<file path="src/rtl/lsu_pkg.sv">
// lsu_pkg: shared types and constants for the load/store unit.
//   lsu_state_e : transaction state machine encoding
//   lsu_size_e  : request size encodings (byte / half / word / illegal)
//   LSU_ADDR_W  : default memory word-address width
//   lsu_misaligned : alignment check for a size/byte-lane pair
package lsu_pkg;

  localparam int unsigned LSU_ADDR_W = 6;

  typedef enum logic [2:0] {
    S_IDLE,
    S_RD,
    S_WAIT,
    S_WR,
    S_RESP
  } lsu_state_e;

  typedef enum logic [1:0] {
    SZ_BYTE = 2'b00,
    SZ_HALF = 2'b01,
    SZ_WORD = 2'b10,
    SZ_BAD  = 2'b11
  } lsu_size_e;

  // Illegal size counts as misaligned so one test covers both rejects.
  function automatic logic lsu_misaligned(input logic [1:0] size, input logic [1:0] lane);
    logic bad;
    bad = 1'b0;
    case (size)
      SZ_BYTE: bad = 1'b0;
      SZ_HALF: bad = lane[0];
      SZ_WORD: bad = (lane != 2'b00);
      default: bad = 1'b1;
    endcase
    return bad;
  endfunction

endpackage

</file>
<file path="src/rtl/lsu_lane_align.sv">
// lsu_lane_align: combinational sub-word lane handling.
//   rd_word  in  32  word read from memory
//   wdata    in  32  right-aligned store data
//   lane     in  2   byte address bits [1:0]
//   size     in  2   SZ_BYTE / SZ_HALF / SZ_WORD
//   sext     in  1   sign-extend sub-word loads
//   rdata    out 32  extracted and extended load data
//   merged   out 32  rd_word with the addressed lane(s) replaced by wdata
module lsu_lane_align
  import lsu_pkg::*;
(
  input  logic [31:0] rd_word,
  input  logic [31:0] wdata,
  input  logic [1:0]  lane,
  input  logic [1:0]  size,
  input  logic        sext,
  output logic [31:0] rdata,
  output logic [31:0] merged
);

  logic [7:0]  byte_sel;
  logic [15:0] half_sel;

  always_comb begin
    byte_sel = '0;
    case (lane)
      2'd0: byte_sel = rd_word[7:0];
      2'd1: byte_sel = rd_word[15:8];
      2'd2: byte_sel = rd_word[23:16];
      default: byte_sel = rd_word[31:24];
    endcase
    half_sel = lane[1] ? rd_word[31:16] : rd_word[15:0];
  end

  always_comb begin
    rdata = '0;
    case (size)
      SZ_BYTE: rdata = {{24{sext & byte_sel[7]}}, byte_sel};
      SZ_HALF: rdata = {{16{sext & half_sel[15]}}, half_sel};
      default: rdata = rd_word;
    endcase
  end

  always_comb begin
    merged = rd_word;
    case (size)
      SZ_BYTE: begin
        case (lane)
          2'd0: merged[7:0]   = wdata[7:0];
          2'd1: merged[15:8]  = wdata[7:0];
          2'd2: merged[23:16] = wdata[7:0];
          default: merged[31:24] = wdata[7:0];
        endcase
      end
      SZ_HALF: begin
        if (lane[1]) merged[31:16] = wdata[15:0];
        else         merged[15:0]  = wdata[15:0];
      end
      default: merged = wdata;
    endcase
  end

endmodule

</file>
<file path="src/rtl/load_store_unit.sv">
// load_store_unit: MEM-stage initiator for a word-addressed data memory.
// Byte/half/word loads and stores over a valid/ready request channel, one
// response per request. Sub-word stores are done as read-modify-write.
//   Clock, Reset_n                 clock, async active-low reset
//   ReqValid/ReqReady              request handshake (ready only in IDLE)
//   ReqWrite/ReqSize/ReqSigned     request kind, size, load sign extension
//   ReqAddr/ReqWData               byte address, right-aligned store data
//   RespValid/RespReady            response handshake (valid only in RESP)
//   RespRData/RespError            load result, reject flag
//   MemAddress/MemWriteData        registered word address / write word
//   MemoryRead/MemoryWrite         strobes decoded from state
//   MemReadData                    registered memory read data
module load_store_unit
  import lsu_pkg::*;
#(
  parameter int unsigned ADDR_W = LSU_ADDR_W
) (
  input  logic              Clock,
  input  logic              Reset_n,
  input  logic              ReqValid,
  output logic              ReqReady,
  input  logic              ReqWrite,
  input  logic [1:0]        ReqSize,
  input  logic              ReqSigned,
  input  logic [31:0]       ReqAddr,
  input  logic [31:0]       ReqWData,
  output logic              RespValid,
  input  logic              RespReady,
  output logic [31:0]       RespRData,
  output logic              RespError,
  output logic [ADDR_W-1:0] MemAddress,
  output logic [31:0]       MemWriteData,
  output logic              MemoryRead,
  output logic              MemoryWrite,
  input  logic [31:0]       MemReadData
);

  lsu_state_e  state;
  logic        write_q;
  lsu_size_e   size_q;
  logic        signed_q;
  logic [1:0]  lane_q;
  logic [31:0] wdata_q;

  logic        req_bad;
  logic [31:0] ext_data;
  logic [31:0] merged_data;

  // Strobes come straight from the state register, so an asynchronous reset
  // in WR drops MemoryWrite before the memory's falling-edge write.
  assign ReqReady    = (state == S_IDLE);
  assign RespValid   = (state == S_RESP);
  assign MemoryRead  = (state == S_RD);
  assign MemoryWrite = (state == S_WR);

  assign req_bad = lsu_misaligned(ReqSize, ReqAddr[1:0]) ||
                   ((ReqAddr >> (ADDR_W + 2)) != '0);

  lsu_lane_align u_align (
    .rd_word (MemReadData),
    .wdata   (wdata_q),
    .lane    (lane_q),
    .size    (size_q),
    .sext    (signed_q),
    .rdata   (ext_data),
    .merged  (merged_data)
  );

  always_ff @(posedge Clock or negedge Reset_n) begin
    if (!Reset_n) begin
      state        <= S_IDLE;
      write_q      <= 1'b0;
      size_q       <= SZ_BYTE;
      signed_q     <= 1'b0;
      lane_q       <= '0;
      wdata_q      <= '0;
      MemAddress   <= '0;
      MemWriteData <= '0;
      RespRData    <= '0;
      RespError    <= 1'b0;
    end else begin
      case (state)
        S_IDLE: begin
          if (ReqValid) begin
            RespRData <= '0;
            if (req_bad) begin
              RespError <= 1'b1;
              state     <= S_RESP;
            end else begin
              RespError  <= 1'b0;
              write_q    <= ReqWrite;
              size_q     <= lsu_size_e'(ReqSize);
              signed_q   <= ReqSigned;
              lane_q     <= ReqAddr[1:0];
              wdata_q    <= ReqWData;
              MemAddress <= ReqAddr[ADDR_W+1:2];
              if (ReqWrite && (ReqSize == SZ_WORD)) begin
                MemWriteData <= ReqWData;
                state        <= S_WR;
              end else begin
                state <= S_RD;
              end
            end
          end
        end
        S_RD: state <= S_WAIT;
        S_WAIT: begin
          if (write_q) begin
            MemWriteData <= merged_data;
            state        <= S_WR;
          end else begin
            RespRData <= ext_data;
            state     <= S_RESP;
          end
        end
        S_WR: state <= S_RESP;
        S_RESP: begin
          if (RespReady) state <= S_IDLE;
        end
        default: state <= S_IDLE;
      endcase
    end
  end

endmodule

</file>
<file path="config.mk">
export PLATFORM = sky130hd
export DESIGN_NAME = load_store_unit
export DESIGN_NICKNAME = d
export VERILOG_FILES = /design/src/rtl/lsu_pkg.sv /design/src/rtl/lsu_lane_align.sv /design/src/rtl/load_store_unit.sv
export SDC_FILE = /design/constraint.sdc
export NUM_CORES = 1
export LEC_CHECK = 0
export CAP_MARGIN = 20
export CELL_PAD_IN_SITES_DETAIL_PLACEMENT = 0
export CELL_PAD_IN_SITES_GLOBAL_PLACEMENT = 1
export CORE_MARGIN = 1.5
export CORE_UTILIZATION = 36
export CTS_CLUSTER_DIAMETER = 120
export DETAILED_ROUTE_END_ITERATION = 10
export GPL_TIMING_DRIVEN = 0
export PLACE_DENSITY = 0.78
export SLEW_MARGIN = 20
export SYNTH_ARGS = -nofsm -noshare
export SYNTH_HDL_FRONTEND = slang
export SYNTH_SLANG_ARGS = --single-unit
</file>
<file path="constraint.sdc">
create_clock -name Clock -period 2.8 [get_ports Clock]
set_clock_uncertainty 0.15 [all_clocks]
set_input_delay 0.42 -clock Clock [delete_from_list [all_inputs] [get_ports Clock]]
set_output_delay 0.42 -clock Clock [all_outputs]
set_load 0.02 [all_outputs]
</file>
== Word level (Yosys, flattened, before mapping) ==
Index checks and enable logic that the tools add are counted.
Cells by class
  mux-type cells: 26
  eq/ne operators: 15
  reductions and logical operators: 15
  bitwise gates (word level): 3
Operators by type and width (number)
  32-bit one-hot mux with 2 select lines: 4
  32-bit two-way mux: 6
  16-bit two-way mux: 3
  8-bit two-way mux: 4
  32-bit nonzero test: 1
  8-bit one-hot mux with 3 select lines: 1
  3-bit one-hot mux with 5 select lines: 1
  3-bit two-way mux: 4
  2-bit != test, second input constant: 4
  2-bit by 1-bit equality test with 1-bit output, second input constant: 3
  3-bit by 2-bit equality test with 1-bit output, second input constant: 2
  2-bit logical NOT: 3
  3-bit AND reduction: 2
  5-bit AND reduction: 1
  2-bit equality test, second input constant: 2
  2-bit by 1-bit != test with 1-bit output, second input constant: 2
  2-bit AND reduction: 2
  2-bit nonzero test: 2
  3-bit by 1-bit equality test with 1-bit output, second input constant: 1
  3-bit equality test, second input constant: 1
  3-bit logical NOT: 1
  1-bit one-hot mux with 3 select lines: 1
  3-bit OR reduction: 1
  1-bit AND: 2
  5 further kinds: 5
Word-level totals
  logic and storage cells: 69
  input bits: 104
  register bits: 112
  output and inout bits: 75

== Longest topological paths before layout ==
Gate-level depths: netlist (run 1).
  depth in word-level cells: 6
  mapped depth: 8
  gate-level depth less buffers: 5

== By module ==
Synthesis (run 1) repeated with hierarchy kept, for this count alone.
Second synthesis, totals
  cells, all modules: 669
  area total of the unflattened synthesis: 6702.7 um^2
By module, submodules not included
  load_store_unit: times used 1, seq. area each 2802.7 um^2, cells an instance 419, area each 4789.6 um^2
  lsu_lane_align: times used 1, seq. area each 0.0 um^2, cells an instance 250, area each 1913.1 um^2

== Worst setup path after synthesis (run 1) ==
Ideal clock, no wire load.
  path kind: register to register
  start point: register state[1]
  end point: register lane_q[0]
  path buffers: 2
  arrival: 1.840 ns
  stages on the path, launching flop included: 7
  period minus slack after synthesis: 2.118 ns
  library setup time: 0.127 ns
  slack: 0.682 ns
  required time: 2.523 ns
  path through: dfrtp_1 nor3_4 nand2_1 nor3_2 buf_4 buf_4 mux2_1
On the way
  word-level cells in the longest chain between the ends: 2
Ends and longest elaborated chain
  start: declaration: line load_store_unit.sv:38  | lsu_state_e state;
  start signal: assignment: line load_store_unit.sv:71  | state <= S_IDLE;
  start signal: assignment: line load_store_unit.sv:88  | state <= S_RESP;
  start signal: assignment: line load_store_unit.sv:99  | state <= S_WR;
  3-bit logical NOT
  named net ReqReady: line load_store_unit.sv:21  | output logic ReqReady,
  3-bit AND reduction (no line)
  end signal: assignment: line load_store_unit.sv:94  | lane_q <= ReqAddr[1:0];
  end: declaration: line load_store_unit.sv:42  | logic [1:0] lane_q;
The timed path passes the listed nets, and every way through them passes these cells.
A chain may end at the register's enable or synchronous reset.

== Worst setup path after layout (run 1) ==
  start point: input port ReqAddr[26]
  end point: register lane_q[0]
On the way
  word-level cells in the longest chain between the ends: 4
Ends and longest elaborated chain
  start: declaration: line load_store_unit.sv:25  | input logic [31:0] ReqAddr,
  32-bit nonzero test: line load_store_unit.sv:57  | ((ReqAddr >> (ADDR_W + 2)) != '0);
  1-bit logical OR: line load_store_unit.sv:56  | assign req_bad = lsu_misaligned(ReqSize, ReqAddr[1:0]) ||
  1-bit NOT (no line)
  3-bit AND reduction (no line)
No other way between the ends.

==> results of run 1 <==
[metal layers]
layer  track usage  up-vias
li1              -     2341
met1        0.3275     2583
met2        0.4155      224
met3       0.04666       39
met4       0.08658        0
met5             0        -
[sequential cells by signal (all words and copies together), names as in the netlist]
| signal | flops |
|---|---|
| MemWriteData | 32 |
| RespRData | 32 |
| wdata_q | 32 |
| MemAddress | 6 |
| state | 3 |
| lane_q | 2 |
| size_q | 2 |
| RespError | 1 |
| signed_q | 1 |
| write_q | 1 |
[path summary, 6_finish.rpt]
check                                             startpoint                           end  slack (ns)  cells past startpoint
max in group asynchronous                            Reset_n       wdata_q[17]$_DFFE_PN0P_        1.43                      3
worst min-delay path            MemWriteData[22]$_DFFE_PN0P_  MemWriteData[22]$_DFFE_PN0P_        0.34                      1
worst max-delay path                             ReqAddr[26]         lane_q[0]$_DFFE_PN0P_        0.27                      7
worst min register to register  MemWriteData[22]$_DFFE_PN0P_  MemWriteData[22]$_DFFE_PN0P_        0.34                      1
min in group asynchronous                            Reset_n     MemAddress[1]$_DFFE_PN0P_        0.39                      2
worst max register to register          state[2]$_DFFE_PN0P_     RespRData[17]$_DFFE_PN0P_        0.38                      7
[cell usage in the layout, fill, tap and decap left out, types with 2 or more instances in the layout]
cell type	n
mux2_2	48
a21boi_0	3
a211oi_1	10
and3_1	9
buf_4	3
nand2_1	42
dfrtp_1	112
a21o_1	8
o2bb2ai_1	7
o22ai_1	2
mux2i_1	14
a22o_1	9
nor3b_1	2
and2_1	3
nor3_1	3
nor2b_1	2
a31oi_1	2
nand2b_1	3
inv_1	8
a32oi_1	7
a222oi_1	8
a2bb2oi_1	2
nor4_1	6
nor2_1	29
a21oi_1	44
clkdlybuf4s50_1	177
o21ai_0	38
clkbuf_16	9
buf_2	6
clkinv_4	2
clkbuf_1	24
a221o_1	16
o221ai_1	2
mux2_1	31
buf_6	6
[power by group through the flow]
stage               Combinational (W)  Sequential (W)  Clock, W
floorplan                    0.000159         0.00171         0
global placement             0.000505         0.00169         0
detailed placement           0.000515         0.00169         0
CTS                          0.000520         0.00166   0.00135
global route                 0.000558         0.00167   0.00141
finish                       0.000517         0.00166   0.00133
[worst max-delay path: cells and delay by family]
family | cells | cell delay [ns]
mux | 1 | 0.32
simple gates | 3 | 0.96
buf+inv | 3 | 0.92
[final cells by class]
cell class,count,area share
sequential,112,0.3449
tap,211,0.03249
multi-input combinational,366,0.3340
inverter,8,0.003696
buffer,37,0.02402
clock buffer,11,0.02864
timing repair buffer,180,0.2241
clock inverter,5,0.008161
[through the flow]
| stage | setup TNS [ns] | util | worst slack (ns) |
|---|---|---|---|
| after floorplan | 0 | - | 0.6825 |
| after global placement | -343.79 | 0.5066 | -3.079 |
| after detailed placement | -1.219 | 0.5085 | -0.09935 |
| after CTS | 0 | 0.5286 | 0.2664 |
| after global routing | 0 | 0.5286 | 0.1226 |
| final | 0 | 0.5286 | 0.2704 |
[repair_timing]
| item | in CTS | in global routing |
|---|---|---|
| setup buffers | 0 | 0 |
| hold endpoints to repair | 46 | 0 |
| hold buffers | 1 | 0 |
[cells by family after synthesis]
| family | count (synthesis) | share of synthesized area |
|---|---|---|
| buffers and inverters | 45 | 0.03922 |
| muxes | 94 | 0.1833 |
| AOI/OAI and AO/OA | 166 | 0.2018 |
| and+or+nand+nor | 106 | 0.08760 |
| DFF | 112 | 0.4881 |
==> flow_metrics.env, run 1 <==
export IMPL_synth_largest_area_cell="dfrtp_1"
export IMPL_status="completed"
export IMPL_slowest_stage="nor3_2"
export IMPL_wl_met3_um=1267
export IMPL_start_util=0.3735
export IMPL_p_int_w=0.002596
export IMPL_yosys_warnings=0
export IMPL_ir_drop_v=0.0002732
export IMPL_cts_sinks=112
export IMPL_fill_cells=1374
export IMPL_leakage_nw=3.608
export IMPL_swShare=0.2597
export IMPL_htreeDepth=3
export IMPL_wirelength_um=20140
export IMPL_core_mm2=0.01537
export IMPL_antenna_cells=0
export IMPL_vias_per_cell=5.577
export IMPL_ys_ff_latch=112
export IMPL_io_pin_count=179
export IMPL_comb_power_share=0.147
export IMPL_yosysUniqueCellTypes=49
export IMPL_fin_total_pwr_w=0.003507
export IMPL_worst_setup_path_start_kind="input port"
export IMPL_seqPwrFrac=0.474
export IMPL_worst_slew_pin_slew_ns=0.8734
export IMPL_final_nets=818
export IMPL_netlist_area_leader_share=0.4881
export IMPL_place_gp_congestion=0.8590
export IMPL_root_buffer="clkbuf_16"
export IMPL_dr_total_vias=5187
export IMPL_clockBufferDepth=2
export IMPL_holdWs_ns=0.3415
export IMPL_worstPathArrival_ns=2.62
export IMPL_fmax_mhz=395.3
export IMPL_io_buffers=178
export IMPL_stdcell_area_mm2=0.008125
export IMPL_ys_seq_area_frac=0.4881
export IMPL_worst_setup_path_end_kind="flip-flop"
export IMPL_drc_errors=0
export IMPL_drtPass1Iterations=9
export IMPL_grt_max_degree=67
export IMPL_setup_viol=0
export IMPL_antenna_found_initial=0
export IMPL_die_h_um=129.3
export IMPL_grt_util_all_layers=0.2499
export IMPL_ys_flop_type="dfrtp_1"
export IMPL_die_area_mm2=0.01672
export IMPL_critPathMostFrequentCell="buf_4"
export IMPL_clkPwrFrac=0.378
export IMPL_place_area_mm2=0.007816
export IMPL_grt_pass1_wl_um=31060
export IMPL_hp_class="reg2reg"
export IMPL_synth_edff_count=0
export IMPL_wl_met1_um=8959
export IMPL_dr_wl_met2_um=9435
export IMPL_rsz0062_at_grt="no"
export IMPL_min_period_ns=2.530
export IMPL_crit_fanout=10
export IMPL_drt_initial_drc_count=371
export IMPL_drt_antenna_violating_nets=0
export IMPL_cts_made_buffers=9
export IMPL_p_switching_w=0.0009107
export IMPL_cts_resized=0
export IMPL_drive_gt1_frac=0.1182
export IMPL_multi_input_area_mm2=0.002714
export IMPL_grt_pass1_vias=5454
export IMPL_stdcell_count=930
export IMPL_area_delta_synth_final_pct=41.51
export IMPL_synth_common_cells="dfrtp_1 (112), mux2_2 (48), a21oi_1 (44), nand2_1 (42), o21ai_0 (38)"
export IMPL_syn_avg_cell_area_um2=10.98
export IMPL_synthTopCellsByArea="dfrtp_1 (49%), mux2_2 (9.4%), mux2_1 (6.1%)"
export IMPL_hold_viol=0
export IMPL_dp_hpwl_um=15520
export IMPL_synthesis_nets=627
export IMPL_die_w_um=129.3
export IMPL_synth_most_common_cell="dfrtp_1"
export IMPL_fin_crit_sh=0.9034
export IMPL_drv_slew=0
export IMPL_crit_path_cell_trace="clkdlybuf4s50_1 > nor4_1 > nand4_1 > nor3_2 > buf_4 > buf_4 > mux2_1"
export IMPL_wl_per_cell_um=21.65
export IMPL_seq_area_mm2=0.002803
export IMPL_p_per_area_mw_per_mm2=431.6
export IMPL_maxUsedRoutingLayer="met4"
export IMPL_worstSetupPathType="in2reg"
export IMPL_place_inst=913
export IMPL_slew_headroom=0.4116
export IMPL_syn_inst=523
export IMPL_insertion_delay_ns=0.36
export IMPL_cap_violations=0
export IMPL_crit_required_ns=2.89
export IMPL_overflow=0
export IMPL_synth_area_mm2=0.005742
export IMPL_rows=45
export IMPL_clk_pin_slew_ns=0.08
export IMPL_slowest_delay_ns=0.45
export IMPL_cts_tree="built"
export IMPL_synthArstFlopShare=1.000
Note: power is estimated with default switching activity, not from simulation.
==> inputs of run 2 (changes only) <==
--- a/config.mk
+++ b/config.mk
@@ -10,7 +10,6 @@
 export CELL_PAD_IN_SITES_GLOBAL_PLACEMENT = 1
 export CORE_MARGIN = 1.5
 export CORE_UTILIZATION = 36
-export CTS_CLUSTER_DIAMETER = 120
 export DETAILED_ROUTE_END_ITERATION = 10
 export GPL_TIMING_DRIVEN = 0
 export PLACE_DENSITY = 0.78
==> results of run 2 <==
Same layout as run 1: the final DEF is identical, and so are final timing and power.
